==> src/rtl/mul_ctrl_pkg.sv <==
// Shared types and widths for the sequential shift-add multiplier.
// Operand, product and RUN-counter widths plus the controller states.
package mul_ctrl_pkg;

  localparam int OP_W   = 8;
  localparam int PROD_W = 16;
  localparam int CNT_W  = 4;

  typedef enum logic [1:0] {
    IDLE = 2'd0,
    RUN  = 2'd1,
    DONE = 2'd2
  } mul_state_t;

endpackage

==> src/rtl/cla_sixteen.sv <==
// 16-bit carry-lookahead adder built from four 4-bit lookahead groups.
// Group generate/propagate terms feed a second-level carry chain.
module cla_sixteen (
  input  logic [15:0] a,
  input  logic [15:0] b,
  input  logic        cin,
  output logic [15:0] sum,
  output logic        cout
);

  logic [15:0] g;
  logic [15:0] p;
  logic [3:0]  gg;
  logic [3:0]  gp;
  logic [4:0]  gc;
  logic [15:0] c;

  function automatic logic [4:0] chain(
    input logic [3:0] gi,
    input logic [3:0] pi,
    input logic       ci
  );
    logic [4:0] r;
    r[0] = ci;
    for (int j = 0; j < 4; j++) begin
      r[j+1] = gi[j] | (pi[j] & r[j]);
    end
    return r;
  endfunction

  assign g = a & b;
  assign p = a ^ b;

  // group generate/propagate, then lookahead across groups
  always_comb begin
    gg = '0;
    gp = '0;
    for (int k = 0; k < 4; k++) begin
      gg[k] = g[4*k+3]
            | (p[4*k+3] & g[4*k+2])
            | (p[4*k+3] & p[4*k+2] & g[4*k+1])
            | (p[4*k+3] & p[4*k+2] & p[4*k+1] & g[4*k]);
      gp[k] = &p[4*k +: 4];
    end
    gc = chain(gg, gp, cin);
  end

  // per-bit carries inside each group, seeded by the group carry-in
  always_comb begin
    c = '0;
    for (int k = 0; k < 4; k++) begin
      c[4*k +: 4] = chain(g[4*k +: 4], p[4*k +: 4], gc[k])[3:0];
    end
  end

  assign sum  = p ^ c;
  assign cout = gc[4];

endmodule

==> src/rtl/shift_add_mul_ctrl.sv <==
// Sequential 8x8 unsigned shift-and-add multiplier with valid/ready
// handshakes; one shared 16-bit CLA accumulates the partial products.
module shift_add_mul_ctrl
  import mul_ctrl_pkg::*;
#(
  parameter int EARLY_EXIT = 1
) (
  input  logic              clk,
  input  logic              rst_n,
  input  logic              in_valid,
  output logic              in_ready,
  input  logic [OP_W-1:0]   a,
  input  logic [OP_W-1:0]   b,
  output logic              out_valid,
  input  logic              out_ready,
  output logic [PROD_W-1:0] product,
  output logic              busy,
  output logic [CNT_W-1:0]  cycles
);

  localparam logic EE = (EARLY_EXIT != 0);

  mul_state_t        state;
  mul_state_t        nxt;
  logic [PROD_W-1:0] m;
  logic [OP_W-1:0]   q;
  logic [PROD_W-1:0] p;
  logic [CNT_W-1:0]  cnt;
  logic [PROD_W-1:0] sum;
  logic              load;
  logic              last;

  cla_sixteen u_add (
    .a    (p),
    .b    (m),
    .cin  (1'b0),
    .sum  (sum),
    .cout ()
  );

  assign load = (state == IDLE) && in_valid;
  assign last = (cnt == CNT_W'(7)) || (EE && (q[OP_W-1:1] == '0));

  // state register
  always_ff @(posedge clk) begin
    if (!rst_n) state <= IDLE;
    else        state <= nxt;
  end

  // next state and handshake outputs
  always_comb begin
    nxt       = state;
    in_ready  = 1'b0;
    out_valid = 1'b0;
    busy      = 1'b0;
    unique case (state)
      IDLE: begin
        in_ready = 1'b1;
        if (in_valid) begin
          nxt = (EE && (b == '0)) ? DONE : RUN;
        end
      end
      RUN: begin
        busy = 1'b1;
        if (last) nxt = DONE;
      end
      DONE: begin
        busy      = 1'b1;
        out_valid = 1'b1;
        if (out_ready) nxt = IDLE;
      end
      default: nxt = IDLE;
    endcase
  end

  // operand load and one shift-add step per RUN cycle
  always_ff @(posedge clk) begin
    if (!rst_n) begin
      m   <= '0;
      q   <= '0;
      p   <= '0;
      cnt <= '0;
    end else if (load) begin
      m   <= {{(PROD_W-OP_W){1'b0}}, a};
      q   <= b;
      p   <= '0;
      cnt <= '0;
    end else if (state == RUN) begin
      if (q[0]) p <= sum;
      m   <= m << 1;
      q   <= q >> 1;
      cnt <= cnt + CNT_W'(1);
    end
  end

  assign product = p;
  assign cycles  = cnt;

endmodule

==> config.mk <==
export PLATFORM = sky130hd
export DESIGN_NAME = shift_add_mul_ctrl
export DESIGN_NICKNAME = d
export VERILOG_FILES = /design/src/rtl/mul_ctrl_pkg.sv /design/src/rtl/cla_sixteen.sv /design/src/rtl/shift_add_mul_ctrl.sv
export SDC_FILE = /design/constraint.sdc
export NUM_CORES = 1
export LEC_CHECK = 0
export CORE_ASPECT_RATIO = 0.6
export CORE_MARGIN = 3
export CORE_UTILIZATION = 50
export CTS_BUF_LIST = sky130_fd_sc_hd__clkbuf_2
export DETAILED_ROUTE_END_ITERATION = 10
export GPL_TIMING_DRIVEN = 0
export PLACE_DENSITY = 0.76
export SLEW_MARGIN = 20
export SYNTH_ARGS = -nofsm -noshare
export SYNTH_HDL_FRONTEND = slang
export SYNTH_SLANG_ARGS = --single-unit
==> constraint.sdc <==
create_clock -name clk -period 5.8 [get_ports clk]
set_clock_uncertainty 0.05 [all_clocks]
set_input_delay 1.16 -clock clk [delete_from_list [all_inputs] [get_ports clk]]
set_output_delay 1.16 -clock clk [all_outputs]
set_load 0.01 [all_outputs]
==> results of run 1 <==
==> through the flow <==
step	instance area (sq um)	hold slack (ns)
global route	3029	0.4695
floorplan	2465	0.4021
global placement	2964	0.4132
CTS	3029	0.4485
finish	3029	0.4473
detailed placement	2964	0.4238
==> critical path, cell delays in order, from the launching register on <==
cell and delay [ns]:
dfxtp_1 0.47, ha_1 0.27, a21oi_1 0.24, o21ai_0 0.19
a21oi_1 0.22, a21oi_1 0.13, fa_1 0.39, fa_1 0.39
fa_1 0.38, xnor2_1 0.15, or3_1 0.31, a21oi_1 0.14
==> power by group through the flow <==
stage | combinational [mW] | sequential [mW] | clock [mW]
global route | 0.480 | 0.415 | 0.197
finish | 0.433 | 0.409 | 0.180
CTS | 0.434 | 0.408 | 0.183
global placement | 0.423 | 0.413 | 0
floorplan | 0.312 | 0.403 | 0
detailed placement | 0.431 | 0.415 | 0
==> cell families after synthesis <==
group | after synthesis | synth area share (%)
AND/OR/NAND/NOR | 80 | 14.32
buffers and inverters | 27 | 5.330
XOR/XNOR | 7 | 2.487
adder cells (fa/ha/maj) | 27 | 17.06
multiplexers | 22 | 8.934
AO/OA/AOI/OAI | 49 | 14.52
flip-flops | 46 | 37.36
==> area by class of cell <==
| type | instances | area [sq um] |
|---|---|---|
| Clock buffer | 7 | 35.03 |
| Tap cell | 63 | 78.83 |
| Clock inverter | 1 | 30.03 |
| Timing Repair Buffer | 42 | 420.4 |
| Sequential cell | 46 | 920.9 |
| Multi-Input combinational cell | 185 | 1413 |
| Fill cell | 402 | 1630 |
| Inverter | 13 | 48.80 |
| Buffer | 14 | 82.58 |
==> worst min path at each step <==
stage | cells past startpoint | startpoint | slack [ns] | to
4_1_cts | 2 | product[3]$_SDFFE_PP0P_ | 0.45 | product[3]$_SDFFE_PP0P_
5_1_grt | 2 | product[11]$_SDFFE_PP0P_ | 0.47 | product[11]$_SDFFE_PP0P_
3_5_place_dp | 2 | product[3]$_SDFFE_PP0P_ | 0.42 | product[3]$_SDFFE_PP0P_
6_report | 2 | product[11]$_SDFFE_PP0P_ | 0.45 | product[11]$_SDFFE_PP0P_
2_1_floorplan | 2 | state[0]$_SDFFE_PN0P_ | 0.40 | state[0]$_SDFFE_PN0P_
3_3_place_gp | 2 | product[11]$_SDFFE_PP0P_ | 0.41 | product[11]$_SDFFE_PP0P_
==> cell usage after synthesis, drive strengths merged, types with 5 or more instances <==
cell type	number
o211a	15
inv	13
xnor2	5
ha	16
nand2	47
nor2	16
a21oi	18
mux2i	22
fa	11
buf	12
dfxtp	46
==> flip-flops by register name, summed over array words and instances, names as in the netlist <==
name	count
m	16
q	8
state	2
cycles	4
product	16
==> per-layer routing <==
| metal | vias up | share of wire (%) |
|---|---|---|
| met5 | - | 0 |
| met4 | 0 | 1.0 |
| met3 | 7 | 6.4 |
| met2 | 60 | 40 |
| met1 | 960 | 53 |
| li1 | 984 | - |
==> impl_metrics.env, run 1 <==
export IMPL_worstRegToRegCells=11
export IMPL_r2r_end="product[15]$_SDFFE_PP0P_"
export IMPL_setup_tns_ns=0
export IMPL_ys_ff_latch=46
export IMPL_grtUsageMet3_pct=6.659
export IMPL_dp_cells=363
export IMPL_io_pins=43
export IMPL_routed_wl_um=5477
export IMPL_crit_fanout=4
export IMPL_tightest_slew_ns=0.6666
export IMPL_n_antenna_cell=0
export IMPL_grt_antenna_before_repair=0
export IMPL_setup_slack_ns=2.422
export IMPL_slew_headroom_pct=55.15
export IMPL_power_leakage_nw=1.300
export IMPL_post_route_period_util_pct=58.23
export IMPL_nets=354
export IMPL_syn_num_nets=305
export IMPL_finalSetupViolCount=0
export IMPL_crit_path_start_kind="flip-flop"
export IMPL_vias_per_cell=5.420
export IMPL_cp_required_ns=6.13
export IMPL_place_ws_ns=2.532
export IMPL_initial_core_util_pct=52.90
export IMPL_drc_errors=0
export IMPL_hold_buffers=0
export IMPL_avgSynthCellArea_sq_um=9.554
export IMPL_final_cell_mix="dfxtp_1, nand2_1, clkdlybuf4s50_1"
export IMPL_dr_pass1_iters=5
export IMPL_arrival_ns=3.70
export IMPL_dieArea_sq_um=5836
export IMPL_place_gp_congestion=0.8260
export IMPL_antenna_left=0
export IMPL_clock_power_share_pct=17.6
export IMPL_rr_startpoint="m[1]$_SDFFE_PN0P_"
export IMPL_grt_ovfl_total=0
export IMPL_cts_buffer_depth=2
export IMPL_crit_type="flip-flop to flip-flop"
export IMPL_rows=19
export IMPL_p_comb_share_pct=42.3
export IMPL_crit_path_end_kind="flip-flop"
export IMPL_clock_latency_ns=0.42
export IMPL_area_growth_pct=22.89
export IMPL_p_total_mw=1.022
export IMPL_grt_use_met1_pct=29.18
export IMPL_rsz0062_at_grt="no"
export IMPL_vias=2011
export IMPL_io_buffers=42
export IMPL_fmax_ghz=0.2961
export IMPL_drive_above_1_share_pct=7.792
export IMPL_grt_max_degree=14
export IMPL_powerDensity_nw_per_um2=337.4
export IMPL_reg2reg_slack_ns=2.42
export IMPL_cts_root_buf="clkbuf_2"
export IMPL_synth_cell_types=35
export IMPL_drt_iter0_drc=102
export IMPL_yosys_area_top_type="dfxtp_1"
export IMPL_syn_cell_area_sq_um=2465
export IMPL_cts_resized=0
export IMPL_synthFlopType="dfxtp_1"
export IMPL_ir_worst_vdd_mv=0.2976
export IMPL_yosysWarnings=0
export IMPL_post_route_min_period_ns=3.378
export IMPL_synth_edff_count=0
export IMPL_utilization_pct=65.01
export IMPL_startpoint="m[1]$_SDFFE_PN0P_"
export IMPL_maxSlewViolCount=0
export IMPL_yosysTopAreaCellShare_pct=37.36
export IMPL_min_path_type="flip-flop to flip-flop"
export IMPL_fin_cells=371
export IMPL_grt_pass1_wl_um=9177
export IMPL_cts_buffers_inserted=5
export IMPL_core_region_area_sq_um=4659
export IMPL_cts_clk_slew_worst_paths_ns=0.22
export IMPL_synthCells=258
export IMPL_p_int_mw=0.6422
export IMPL_power_frac_seq_pct=40.0
export IMPL_grtUsageMet2_pct=27.94
export IMPL_postCtsSetupBuffers=0
export IMPL_p_sw_mw=0.3798
export IMPL_synthTopCellsByArea="dfxtp_1, fa_1, mux2i_1"
export IMPL_crit_end="product[15]$_SDFFE_PP0P_"
export IMPL_busiest_layer="met1"
export IMPL_final_common_cell="dfxtp_1"
export IMPL_synthArstFlopShare_pct=0
export IMPL_track_usage_pct=20.05
export IMPL_fp_dieW_um=96.65
export IMPL_cap_violations=0
export IMPL_clock_sinks=46
export IMPL_hold_viol=0
export IMPL_die_h_um=60.39
export IMPL_cts_tree="built"
export IMPL_dp_hpwl_um=4240
export IMPL_grt_pass1_vias=1934
export IMPL_ys_seq_area_share_pct=37.36
export IMPL_drt_wirelength_per_cell_um=14.76
export IMPL_htree_num_levels=2
export IMPL_p_sw_share_pct=37.16
export IMPL_status="finished, final reports clean"
Power figures use the tool's default switching activity.
==> run 2, diff against run 1 <==
==> constraint.sdc (replaced) <==
create_clock -name clk -period 3.2 [get_ports clk]
set_clock_uncertainty 0.05 [all_clocks]
set_input_delay 0.64 -clock clk [delete_from_list [all_inputs] [get_ports clk]]
set_output_delay 0.64 -clock clk [all_outputs]
set_load 0.01 [all_outputs]
==> run 2 against run 1 <==
Routed wire length is 2.7% higher. Core utilization is 1.4 points higher. Fmax is 8.0% higher. Clock power is 80% higher. Via count is 0.99% higher. Register-to-register slack worse by 2.3 ns. Total power is 82% higher. Clock-buffer cell count stayed put. Global-route usage hardly changed. Sequential share of layout area is 0.18 points lower. Sequential power is 82% higher. Highest routed layer unchanged.
==> impl_metrics.env, run 2 (same netlist as run 1, synthesis figures left out) <==
export IMPL_setup_tns_ns=0
export IMPL_grt_pass1_wl_um=9163
export IMPL_cts_clk_slew_worst_paths_ns=0.23
export IMPL_cts_buffer_depth=2
export IMPL_vias_per_cell=5.430
export IMPL_worstRegToRegCells=11
export IMPL_dieArea_sq_um=5836
export IMPL_finalSetupViolCount=0
export IMPL_dr_pass1_iters=4
export IMPL_cts_root_buf="clkbuf_2"
export IMPL_status="finished, final reports clean"
export IMPL_grt_max_degree=14
export IMPL_crit_path_end_kind="flip-flop"
export IMPL_antenna_left=0
export IMPL_cp_required_ns=3.52
export IMPL_initial_core_util_pct=52.90
export IMPL_grt_pass1_vias=1915
export IMPL_place_gp_congestion=0.8260
export IMPL_utilization_pct=66.38
export IMPL_final_common_cell="nand2_1"
export IMPL_hold_buffers=0
export IMPL_io_buffers=42
export IMPL_post_route_period_util_pct=97.70
export IMPL_nets=357
export IMPL_drt_iter0_drc=99
export IMPL_min_path_type="flip-flop to flip-flop"
export IMPL_n_fill_cell=392
export IMPL_drive_above_1_share_pct=13.18
export IMPL_setup_slack_ns=0.07346
export IMPL_final_cell_mix="nand2_1, clkdlybuf4s50_1, dfxtp_1"
export IMPL_crit_path_start_kind="flip-flop"
export IMPL_n_antenna_cell=0
export IMPL_htree_num_levels=2
export IMPL_core_region_area_sq_um=4659
export IMPL_area_growth_pct=25.48
export IMPL_hold_viol=0
export IMPL_io_pins=43
export IMPL_place_ws_ns=-0.06762
export IMPL_p_total_mw=1.864
export IMPL_fp_dieW_um=96.65
export IMPL_routed_wl_um=5625
export IMPL_busiest_layer="met1"
export IMPL_drc_errors=0
export IMPL_cap_violations=0
export IMPL_vias=2031
export IMPL_rows=19
export IMPL_clock_latency_ns=0.42
export IMPL_hold_path_cell_count=2
export IMPL_cts_tree="built"
export IMPL_maxSlewViolCount=0
export IMPL_arrival_ns=3.44
export IMPL_tightest_slew_ns=0.5972
export IMPL_powerDensity_nw_per_um2=602.7
export IMPL_crit_type="flip-flop to flip-flop"
export IMPL_grt_ovfl_total=0
export IMPL_dp_hpwl_um=4240
export IMPL_track_usage_pct=20.04
export IMPL_grt_use_met1_pct=29.87
export IMPL_power_leakage_nw=1.319
export IMPL_crit_fanout=3
export IMPL_slew_headroom_pct=59.82
export IMPL_postPlaceCellArea_sq_um=2964
export IMPL_design_area_sq_um=3093
export IMPL_grtUsageMet3_pct=5.970
export IMPL_ir_worst_vdd_mv=0.5419
export IMPL_grt_antenna_before_repair=0
export IMPL_fmax_ghz=0.3198
export IMPL_drt_wirelength_per_cell_um=15.04
export IMPL_cts_buffers_inserted=5
export IMPL_grtUsageMet2_pct=27.55
export IMPL_post_route_min_period_ns=3.127
export IMPL_clock_sinks=46
export IMPL_die_h_um=60.39
run 2: changes by cell type in the layout (fill, tap and decap cells not counted), moves of 3 or more:
cell / change
buf_4: +3
a21oi_1: -3
dfxtp_1: -7
a21oi_2: +3
dfxtp_2: +5
run 2: cell type report:
class / count / area, sq um / area share, %
Sequential cell: 46 / 934.6 / 30.22
Multi-Input combinational cell: 185 / 1440 / 46.56
Clock buffer: 7 / 35.03 / 1.133
Buffer: 14 / 82.58 / 2.670
Tap cell: 63 / 78.83 / 2.549
Inverter: 13 / 48.80 / 1.578
Clock inverter: 1 / 30.03 / 0.9709
Timing Repair Buffer: 45 / 442.9 / 14.32
run 2: layer usage:
layer	wire length [um]	vias to the layer above	part of all wire, %
met5	0	-	0
met4	55	0	0.98
met3	430	7	7.6
met2	2305	65	41
met1	2833	965	50
li1	-	994	-
run 2: timing repair:
action,in CTS,in global routing
hold endpoints to repair,0,0
resized for setup,7,11
pin swaps,0,5
cloned,0,0
setup buffers,0,3
endpoints found under the setup margin,1,1
run 2: where the power goes:
group	switching [mW]	total [mW]	internal, mW
Clock	0.185	0.324	0.139
Combinational	0.421	0.797	0.376
Sequential	0.0844	0.743	0.658
run 2: path summary, 6_finish.rpt:
kind                                              start                        to  slack, ns
worst max-delay path                  m[3]$_SDFFE_PN0P_  product[15]$_SDFFE_PP0P_       0.07
worst min-delay path            product[3]$_SDFFE_PP0P_   product[3]$_SDFFE_PP0P_       0.44
worst max register to register        m[3]$_SDFFE_PN0P_  product[15]$_SDFFE_PP0P_       0.07
worst min register to register  product[3]$_SDFFE_PP0P_   product[3]$_SDFFE_PP0P_       0.44
run 2: worst max-delay path, cell delays in order, from the launching register on:
cell	delay [ns]
dfxtp_1	0.39
ha_1	0.32
a21oi_1	0.20
o21ai_2	0.11
a21oi_2	0.19
a21oi_2	0.10
fa_1	0.38
fa_1	0.39
fa_2	0.35
xnor2_1	0.14
or3_1	0.31
a21oi_1	0.14
run 2: per-stage QoR:
step,cells,hold slack (ns)
global route,374,0.4695
CTS,371,0.4485
finish,374,0.4445
floorplan,258,0.4021
detailed placement,363,0.4238
global placement,363,0.4132
==> run 3, diff against run 2 <==
==> constraint.sdc (replaced) <==
create_clock -name clk -period 3.2 [get_ports clk]
set_clock_uncertainty 0.05 [all_clocks]
set_input_delay 0.32 -clock clk [delete_from_list [all_inputs] [get_ports clk]]
set_output_delay 0.32 -clock clk [all_outputs]
set_load 0.01 [all_outputs]
==> results of run 3 <==
Same layout as run 2 (identical final DEF). Status: finished, final reports clean.
Among the figures that moved: hold slack 0.4445 ns -> 0.3927 ns; end point of the worst hold path product[3]$_SDFFE_PP0P_ -> m[0]$_SDFFE_PN0P_
